$ cat config.mk
export PLATFORM = sky130hd
export DESIGN_NAME = div3_serial
export DESIGN_NICKNAME = d
export VERILOG_FILES = /design/src/rtl/div3_serial.sv
export SDC_FILE = /design/constraint.sdc
export NUM_CORES = 1
export LEC_CHECK = 0
export ABC_AREA = 1
export CORE_ASPECT_RATIO = 0.9
export CORE_MARGIN = 8
export CORE_UTILIZATION = 34
export CTS_BUF_LIST = sky130_fd_sc_hd__clkbuf_4 sky130_fd_sc_hd__clkbuf_8
export CTS_CLUSTER_DIAMETER = 100
export DETAILED_ROUTE_END_ITERATION = 10
export PLACE_DENSITY_LB_ADDON = 0.1
export REMOVE_ABC_BUFFERS = 1
export SYNTH_ARGS = -nofsm -noshare
export SYNTH_HDL_FRONTEND = slang
export SYNTH_SLANG_ARGS = --single-unit
$ cat constraint.sdc
create_clock -name clk -period 1.3 [get_ports clk]
set_clock_uncertainty 0.1 [all_clocks]
set_input_delay 0.13 -clock clk [delete_from_list [all_inputs] [get_ports clk]]
set_output_delay 0.13 -clock clk [all_outputs]
set_load 0.02 [all_outputs]
$ cat src/rtl/div3_serial.sv
// ============================================================================
//  Module      : div3_serial
//  Description : Serial restoring divide-by-3. Processes one dividend bit per
//                clock, MSB first, producing quotient floor(X/3) and remainder
//                X mod 3 after WIDTH shift cycles, then pulses done for one
//                cycle before returning to IDLE.
//                Optional feature macro: DIV3_SERIAL_ABORT_EN (adds an abort
//                input that cancels an in-flight division).
//  Revision    : 1.0 - initial release
// ============================================================================
`default_nettype none

module div3_serial #(
    parameter int WIDTH = 4
) (
    input  logic             clk,
    input  logic             rst,
`ifdef DIV3_SERIAL_ABORT_EN
    input  logic             abort,
`endif
    input  logic             start,
    input  logic [WIDTH-1:0] X,
    output logic             ready,
    output logic             done,
    output logic [WIDTH-1:0] Z,
    output logic [1:0]       R
);

    // Counter wide enough to hold 0..WIDTH
    localparam int             CW       = $clog2(WIDTH + 1);
    localparam logic [CW-1:0]  LAST_CNT = CW'(WIDTH - 1);

    localparam logic [1:0] IDLE  = 2'd0;
    localparam logic [1:0] SHIFT = 2'd1;
    localparam logic [1:0] DONE  = 2'd2;

    logic [1:0]       state_q, state_d;
    logic [CW-1:0]    cnt_q,   cnt_d;
    logic [WIDTH-1:0] x_q,     x_d;
    logic [WIDTH-1:0] z_q,     z_d;
    logic [1:0]       r_q,     r_d;

    logic [2:0]       w_t;       // 2r + b, at most 5 since r <= 2
    logic [2:0]       w_t_sub;   // t - 3, meaningful only when t >= 3
    logic             w_qbit;

    // One remainder step on the current MSB of the operand shift register
    assign w_t     = {r_q, 1'b0} + {2'b00, x_q[WIDTH-1]};
    assign w_qbit  = (w_t >= 3'd3);
    assign w_t_sub = w_t - 3'd3;

    // Next-state logic for the FSM and datapath
    always_comb begin
        state_d = state_q;
        cnt_d   = cnt_q;
        x_d     = x_q;
        z_d     = z_q;
        r_d     = r_q;
        case (state_q)
            IDLE: begin
                if (start) begin
                    x_d     = X;
                    r_d     = 2'd0;
                    cnt_d   = '0;
                    state_d = SHIFT;
                end
            end
            SHIFT: begin
`ifdef DIV3_SERIAL_ABORT_EN
                // Abort leaves Z/R at whatever partial values they hold
                if (abort) begin
                    state_d = IDLE;
                end else
`endif
                begin
                    x_d   = {x_q[WIDTH-2:0], 1'b0};
                    z_d   = {z_q[WIDTH-2:0], w_qbit};
                    r_d   = w_qbit ? w_t_sub[1:0] : w_t[1:0];
                    cnt_d = cnt_q + CW'(1);
                    if (cnt_q == LAST_CNT) begin
                        state_d = DONE;
                    end
                end
            end
            DONE: begin
                state_d = IDLE;
            end
            default: begin
                state_d = IDLE;
            end
        endcase
    end

    // State and datapath registers with asynchronous reset
    always_ff @(posedge clk or posedge rst) begin
        if (rst) begin
            state_q <= IDLE;
            cnt_q   <= '0;
            x_q     <= '0;
            z_q     <= '0;
            r_q     <= 2'd0;
        end else begin
            state_q <= state_d;
            cnt_q   <= cnt_d;
            x_q     <= x_d;
            z_q     <= z_d;
            r_q     <= r_d;
        end
    end

    assign ready = (state_q == IDLE);
    assign done  = (state_q == DONE);
    assign Z     = z_q;
    assign R     = r_q;

endmodule

`default_nettype wire

==> summary.txt, run 1 <==
Synth
  – Syn. warnings: 0
  – #FFs+latches synth: 15
  – Async SR Flop Fraction: 100.0%
  – Synth cell types: 14
  – Synth cell count leaders: nand2_1, dfrtp_1, inv_1
  – Syn_area_per_cell: 8.105 um2
  – Yosys top cell by area: dfrtp_1
  – Syn Inst Count: 90
  – EDFF count, synth: 0
  – Synth top area cells: dfrtp_1, nand2_1, inv_1
  – Predominant post-synthesis flop cell: dfrtp_1
  – Mapped Area: 729.5 um2
  – Post-synth top area share: 51.46%
  – Seq/Total Area, Yosys: 51.46%
  – Most frequent cell after synthesis: nand2_1

Min path
  – HP Class: primary input to register
  – WHS Path Cells: 3
  – Hold Crit Start: X[0]
  – Hold endpoint: x_q[0]

Worst setup path
  – WP data arrival: 1.34 ns
  – Crit Path Class: register to register
  – Max stage delay on crit path: 0.40 ns
  – Top fanout value on the critical path: 5
  – Terminus of the critical flop-to-flop path: x_q[3]
  – R2r setup slk: 0.04 ns
  – Cells on worst reg2reg path: 7
  – Slowest stage cell, crit path: dfrtp_1
  – Worst-path cell chain: buf_6, nand2_4, nand2_4, buf_4, buf_4, nand3_1, nand2_1
  – Worst path required time: 1.38 ns
  – CP Launch Type: register
  – CP endpoint kind: register
  – Worst path bufs/invs: 3
  – Reg-to-Reg Start: state_q[0]
  – Critical path's top delay family: flip-flops

Global route
  – GR Util met1: 9.890%
  – Largest net degree at the start of global routing: 9
  – M3 GR Usage: 3.558%
  – Initial antenna violation count: 0
  – Met2 GRT Util: 15.30%
  – Vias in the first global route: 665
  – Congestion Overflow GR: 0
  – GRT busiest layer: met2
  – GRT Overall Usage: 9.263%
  – Global-route wire length before repair: 2773 um

Layout
  – Fin nets: 135
  – Multi-input combinational cell area: 289.0 um2
  – Antenna fix cells: 0
  – Post-layout utilization of the core: 50.60%
  – Register area: 375.4 um2
  – Layout area overhead: 45.80%
  – Fin cells: 151
  – Fill cells: 205
  – Share of cells above drive strength 1: 29.84%

STA
  – Min Clock Period, post-route: 1.262 ns
  – Hold slack: 0.3355 ns
  – Relative max-transition margin: 84.99%
  – Final hold violations: 0
  – Final period utilization: 97.08%
  – Maximum clock frequency: 0.7923 GHz
  – RSZ-0062 raised after global routing: true
  – Slew Viols, Final: 0
  – Worst Max-Slew Pin Slew: 0.2249 ns
  – Final Setup Violations: 0
  – Setup TNS: 0 ns

Floorplanning
  – Die Width: 64.83 um
  – Starting Density: 34.70%
  – I/O pin count: 15
  – Die Span Y: 59.94 um
  – Area of the die: 3886 um2
  – Row cnt: 16
  – Core Area: 2102 um2

Placement
  – Dpl hpwl: 1184 um
  – IO Port Bufs: 14
  – Dpl cells: 140
  – Placer Congestion: 0.6950

Power and ir drop
  – Switching Fraction: 40.50%
  – Maximum vdd ir drop: 1.040 mV
  – Static Leak: 0.5874 nW
  – Pwr dens: 2489 nW/um2
  – Flop pwr share: 30.7%
  – P_sw: 0.001072 W
  – Internal power: 0.001575 W
  – Combinational share of power: 58.6%
  – Power Total: 0.002647 W
  – Clock group share of total power: 10.7%

Clocking
  – Root Buffer: clkbuf_4
  – Clk_lat worst skew: 0.27 ns
  – H-Tree Depth: 1
  – Clock buffer count from CTS: 3
  – Number of clock sinks: 15
  – Worst-path clk slew: 0.09 ns
  – CTS tree: done
  – Clk buf depth: 2

Detailed routing
  – DRT antenna net count: 0
  – Initial DRC Count: 15
  – Vias per cell: 4.192
  – First-pass DRT Iterations: 4
  – DRC Markers: 0
  – Final WL: 1518 um
  – Vias: 633
  – Wire per inst: 10.05 um

Outcome
  – Status: finished, final reports clean

Job
  – Max Cap Viol: 0
worst reg2reg max path, cell delays in order (launching register included):
cell	delay, ns
dfrtp_1	0.40
buf_6	0.14
nand2_4	0.08
nand2_4	0.07
buf_4	0.13
buf_4	0.12
nand3_1	0.07
nand2_1	0.05
cell usage in the layout (no fill, tap or decap), types with 3 or more instances in the layout:
cell type        synthesis  final
o21ai_0                  3      3
nor2_1                   5      4
nand3_1                  4      4
dfrtp_1                 15     15
clkbuf_4                 0      4
a21oi_1                  4      4
dlygate4sd2_1            0      4
inv_1                   15     12
ha_1                     3      3
nand2_1                 33     29
buf_4                    2     17
nand2_2                  1      4
clkdlybuf4s50_1          0      6
cell families (layout without fill, tap and decap cells):
logic type,Yosys count,count (layout),synth area share [%]
simple gates,46,46,26.42
flops,15,15,51.46
compound gates,8,8,5.660
fa+ha+maj,3,3,5.146
buf+inv,18,52,11.32
per-stage QoR:
step	setup WS [ns]	cell area [um2]
final	0.03790	1064
after global routing	-0.04674	1064
after CTS	0.008903	996.0
after detailed placement	-0.07913	967.2
after global placement	-0.05295	967.2
after floorplan	0.01787	703.2
sequential cells by signal, summed over array words and instances, names as in the netlist:
register / cells
cnt_q: 3
R: 2
x_q: 4
state_q: 2
Z: 4
area by class of cell:
cell class	instances	share of cell area, %
repair buffers	33	25.88
inverters	15	5.647
multi-input cells	57	27.18
well taps	27	3.176
flip-flops and latches	15	35.29
clock buffers	4	2.824
per-layer routing:
metal	vias up	part of all wire, %
li1	340	-
met1	285	44
met2	6	49
met3	2	6.1
met4	0	0.79
met5	-	0
power by group through the flow:
stage          clock network, W  registers (W)  logic, W
4_1_cts                0.000310       0.000807   0.00136
2_1_floorplan                 0       0.000934  0.000679
3_5_place_dp                  0       0.000819   0.00143
5_1_grt                0.000324       0.000847   0.00176
6_report               0.000284       0.000812   0.00155
3_3_place_gp                  0       0.000816   0.00140
how the worst max path moves through the flow:
stage                     depth (start not counted)  endpoint  slack, ns       start
final                                             7    x_q[3]       0.04  state_q[0]
after global routing                              7    x_q[1]      -0.05  state_q[1]
after CTS                                         2      done      0.009  state_q[0]
after detailed placement                          2     ready      -0.08  state_q[0]
after global placement                            2     ready      -0.05  state_q[0]
after floorplan                                   5      Z[0]       0.02        R[0]
timing repair:
item                                    4_1_cts  5_1_grt
resized for setup                            13       16
pin swaps                                     0        9
endpoints found under the setup margin        8       11
buffers inserted                              0        6
hold buffers                                  1        0
hold endpoints to repair                      4        0
Note: power is estimated with default switching activity, not from simulation.
==> run 2: changes to the inputs <==
--- a/config.mk
+++ b/config.mk
@@ -6,9 +6,11 @@
 export NUM_CORES = 1
 export LEC_CHECK = 0
 export ABC_AREA = 1
+export CELL_PAD_IN_SITES_DETAIL_PLACEMENT = 2
+export CELL_PAD_IN_SITES_GLOBAL_PLACEMENT = 2
 export CORE_ASPECT_RATIO = 0.9
 export CORE_MARGIN = 8
-export CORE_UTILIZATION = 34
+export CORE_UTILIZATION = 27
 export CTS_BUF_LIST = sky130_fd_sc_hd__clkbuf_4 sky130_fd_sc_hd__clkbuf_8
 export CTS_CLUSTER_DIAMETER = 100
 export DETAILED_ROUTE_END_ITERATION = 10
==> run 2 against run 1 <==
  * Non-clock buffer count decreased by 9
  * First-iteration DRC count decreased by 53%
  * Sequential share of layout area increased by 2.6 points
  * Count of clock-buffer cells in the layout unchanged
  * Die area increased by 19%
  * Clock power increased by 6%
  * Global-route usage increased by 0.096 points
  * Power decreased by 4.1%
  * Fmax increased by 0.56%
  * Cell area decreased by 6.8%
  * Largest power group unchanged
  * Highest routed layer unchanged
==> summary.txt, run 2 (synthesis results as in run 1) <==
STA
  – Min Clock Period, post-route: 1.255 ns (was 1.262 ns)
  – RSZ-0062 raised after global routing: true (unchanged)
  – Final hold violations: 0 (unchanged)
  – Setup TNS: 0 ns (unchanged)
  – Maximum clock frequency: 0.7968 GHz (was 0.7923 GHz)
  – Worst Max-Slew Pin Slew: 0.2172 ns (was 0.2249 ns)
  – Final Setup Violations: 0 (unchanged)
  – Slew Viols, Final: 0 (unchanged)
  – Final period utilization: 96.54% (was 97.08%)
  – Relative max-transition margin: 85.52% (was 84.99%)

Power and ir drop
  – Power Total: 0.002539 W (was 0.002647 W)
  – Static Leak: 0.5377 nW (was 0.5874 nW)
  – Maximum vdd ir drop: 0.8430 mV (was 1.040 mV)
  – Pwr dens: 2563 nW/um2 (was 2489 nW/um2)

Worst setup path
  – Top fanout value on the critical path: 3 (was 5)
  – Worst path required time: 1.07 ns (was 1.38 ns)
  – WP data arrival: 1.03 ns (was 1.34 ns)
  – Terminus of the critical flop-to-flop path: cnt_q[0] (was x_q[3])
  – CP endpoint kind: output port (was register)
  – Cells on worst reg2reg path: 6 (was 7)
  – R2r setup slk: 0.04 ns (about the same)
  – Reg-to-Reg Start: state_q[0] (unchanged)
  – CP Launch Type: register (unchanged)
  – Crit Path Class: register to output port (was register to register)

Clocking
  – Root Buffer: clkbuf_4 (unchanged)
  – CTS tree: done (unchanged)
  – Clk_lat worst skew: 0.29 ns (was 0.27 ns)
  – Hold Buf Count CTS: 0 (was 1)
  – Clk buf depth: 2 (unchanged)
  – H-Tree Depth: 1 (unchanged)
  – Number of clock sinks: 15 (unchanged)
  – Worst-path clk slew: 0.09 ns (about the same)
  – Clock buffer count from CTS: 3 (unchanged)

Global route
  – Initial antenna violation count: 0 (unchanged)
  – GRT Overall Usage: 9.359% (was 9.263%)
  – Largest net degree at the start of global routing: 16 (was 9)
  – Congestion Overflow GR: 0 (unchanged)
  – Global-route wire length before repair: 3318 um (was 2773 um)
  – Vias in the first global route: 710 (was 665)

Detailed routing
  – DRC Markers: 0 (unchanged)
  – Vias per cell: 4.414 (was 4.192)
  – Initial DRC Count: 7 (was 15)
  – Wire per inst: 12.98 um (was 10.05 um)
  – Final WL: 1882 um (was 1518 um)
  – DRT antenna net count: 0 (unchanged)
  – Vias: 640 (was 633)
  – First-pass DRT Iterations: 2 (was 4)

Layout
  – Share of cells above drive strength 1: 22.61% (was 29.84%)
  – Most frequent cells in the layout: nand2_1, dfrtp_1, inv_1, buf_4, clkdlybuf4s50_1 (was nand2_1, buf_4, dfrtp_1, inv_1, clkdlybuf4s50_1)
  – Fin nets: 126 (was 135)
  – Layout area overhead: 35.85% (was 45.80%)
  – Final Cell Area: 991.0 um2 (was 1064 um2)
  – Antenna fix cells: 0 (unchanged)
  – Commonest non-fill, non-tap cell in the layout: nand2_1 (unchanged)
  – Post-layout utilization of the core: 37.29% (was 50.60%)

Floorplanning
  – Row cnt: 18 (was 16)
  – I/O pin count: 15 (unchanged)
  – Die Width: 70.79 um (was 64.83 um)
  – Die Span Y: 65.31 um (was 59.94 um)
  – Starting Density: 27.45% (was 34.70%)
  – Area of the die: 4623 um2 (was 3886 um2)
  – Core Area: 2658 um2 (was 2102 um2)

Placement
  – Placer Congestion: 0.6849 (was 0.6950)
  – Dpl hpwl: 1480 um (was 1184 um)
  – IO Port Bufs: 14 (unchanged)
  – Placed Area: 948.4 um2 (was 967.2 um2)

Min path
  – HP Class: primary input to asynchronous set/reset pin (was primary input to register)

Job
  – Max Cap Viol: 0 (unchanged)

Outcome
  – Status: finished, final reports clean (unchanged)
## run 2: changes by cell type in the layout (fill, tap and decap cells not counted), moves of 3 or more
cell             previous run  this run
buf_4                      17        10
dlygate4sd2_1               4         0
nand2_1                    29        32
clkdlybuf4s15_1             1         4
nand2_2                     4         1
## run 2: layout make-up
cell class | count | area [um2]
timing repair buffer | 24 | 201.4
fill | 321 | 1667
multi-input combinational | 57 | 286.5
inverter | 15 | 60.06
clock buffer | 4 | 30.03
sequential | 15 | 375.4
tap | 30 | 37.54
## run 2: worst max path at each step
| stage | startpoint | end | slack [ns] | cells past startpoint |
|---|---|---|---|---|
| floorplan | R[0] | Z[0] | 0.02 | 5 |
| global placement | state_q[0] | ready | -0.06 | 2 |
| detailed placement | state_q[0] | ready | -0.1 | 2 |
| CTS | state_q[1] | x_q[2] | 0.0004 | 7 |
| global route | state_q[1] | x_q[1] | -0.02 | 7 |
| finish | state_q[0] | ready | 0.04 | 2 |
## run 2: power breakdown
part	switching, W	internal (W)	total (W)
registers	0.000138	0.000688	0.000826
clock network	0.000162	0.000140	0.000302
logic	0.000801	0.000610	0.00141
## run 2: through the flow
stage                     std cells  setup slack [ns]  hold WS [ns]
final                           145           0.04494       0.03668
after global routing            145          -0.02356       0.05460
after CTS                       145         0.0003758       0.03451
after detailed placement        140          -0.09700        0.3667
after global placement          140          -0.05843        0.3558
after floorplan                  87           0.01787      -0.06852
## run 2: timing repair
| action | in CTS | in global routing |
|---|---|---|
| pin swaps | 2 | 4 |
| resized for setup | 19 | 11 |
| buffers inserted | 1 | 0 |
| endpoints found under the setup margin | 11 | 17 |
## run 2: worst max-delay path: stages (launching register included)
cell,delay (ns)
dfrtp_1,0.40
nor2_1,0.16
buf_4,0.17
## run 2: routing by layer
layer	track usage [%]	wire [um]	vias up
met4	4.663	27	0
met3	3.343	91	2
met5	0	0	-
li1	-	-	320
met1	10.08	869	309
met2	16.07	893	9
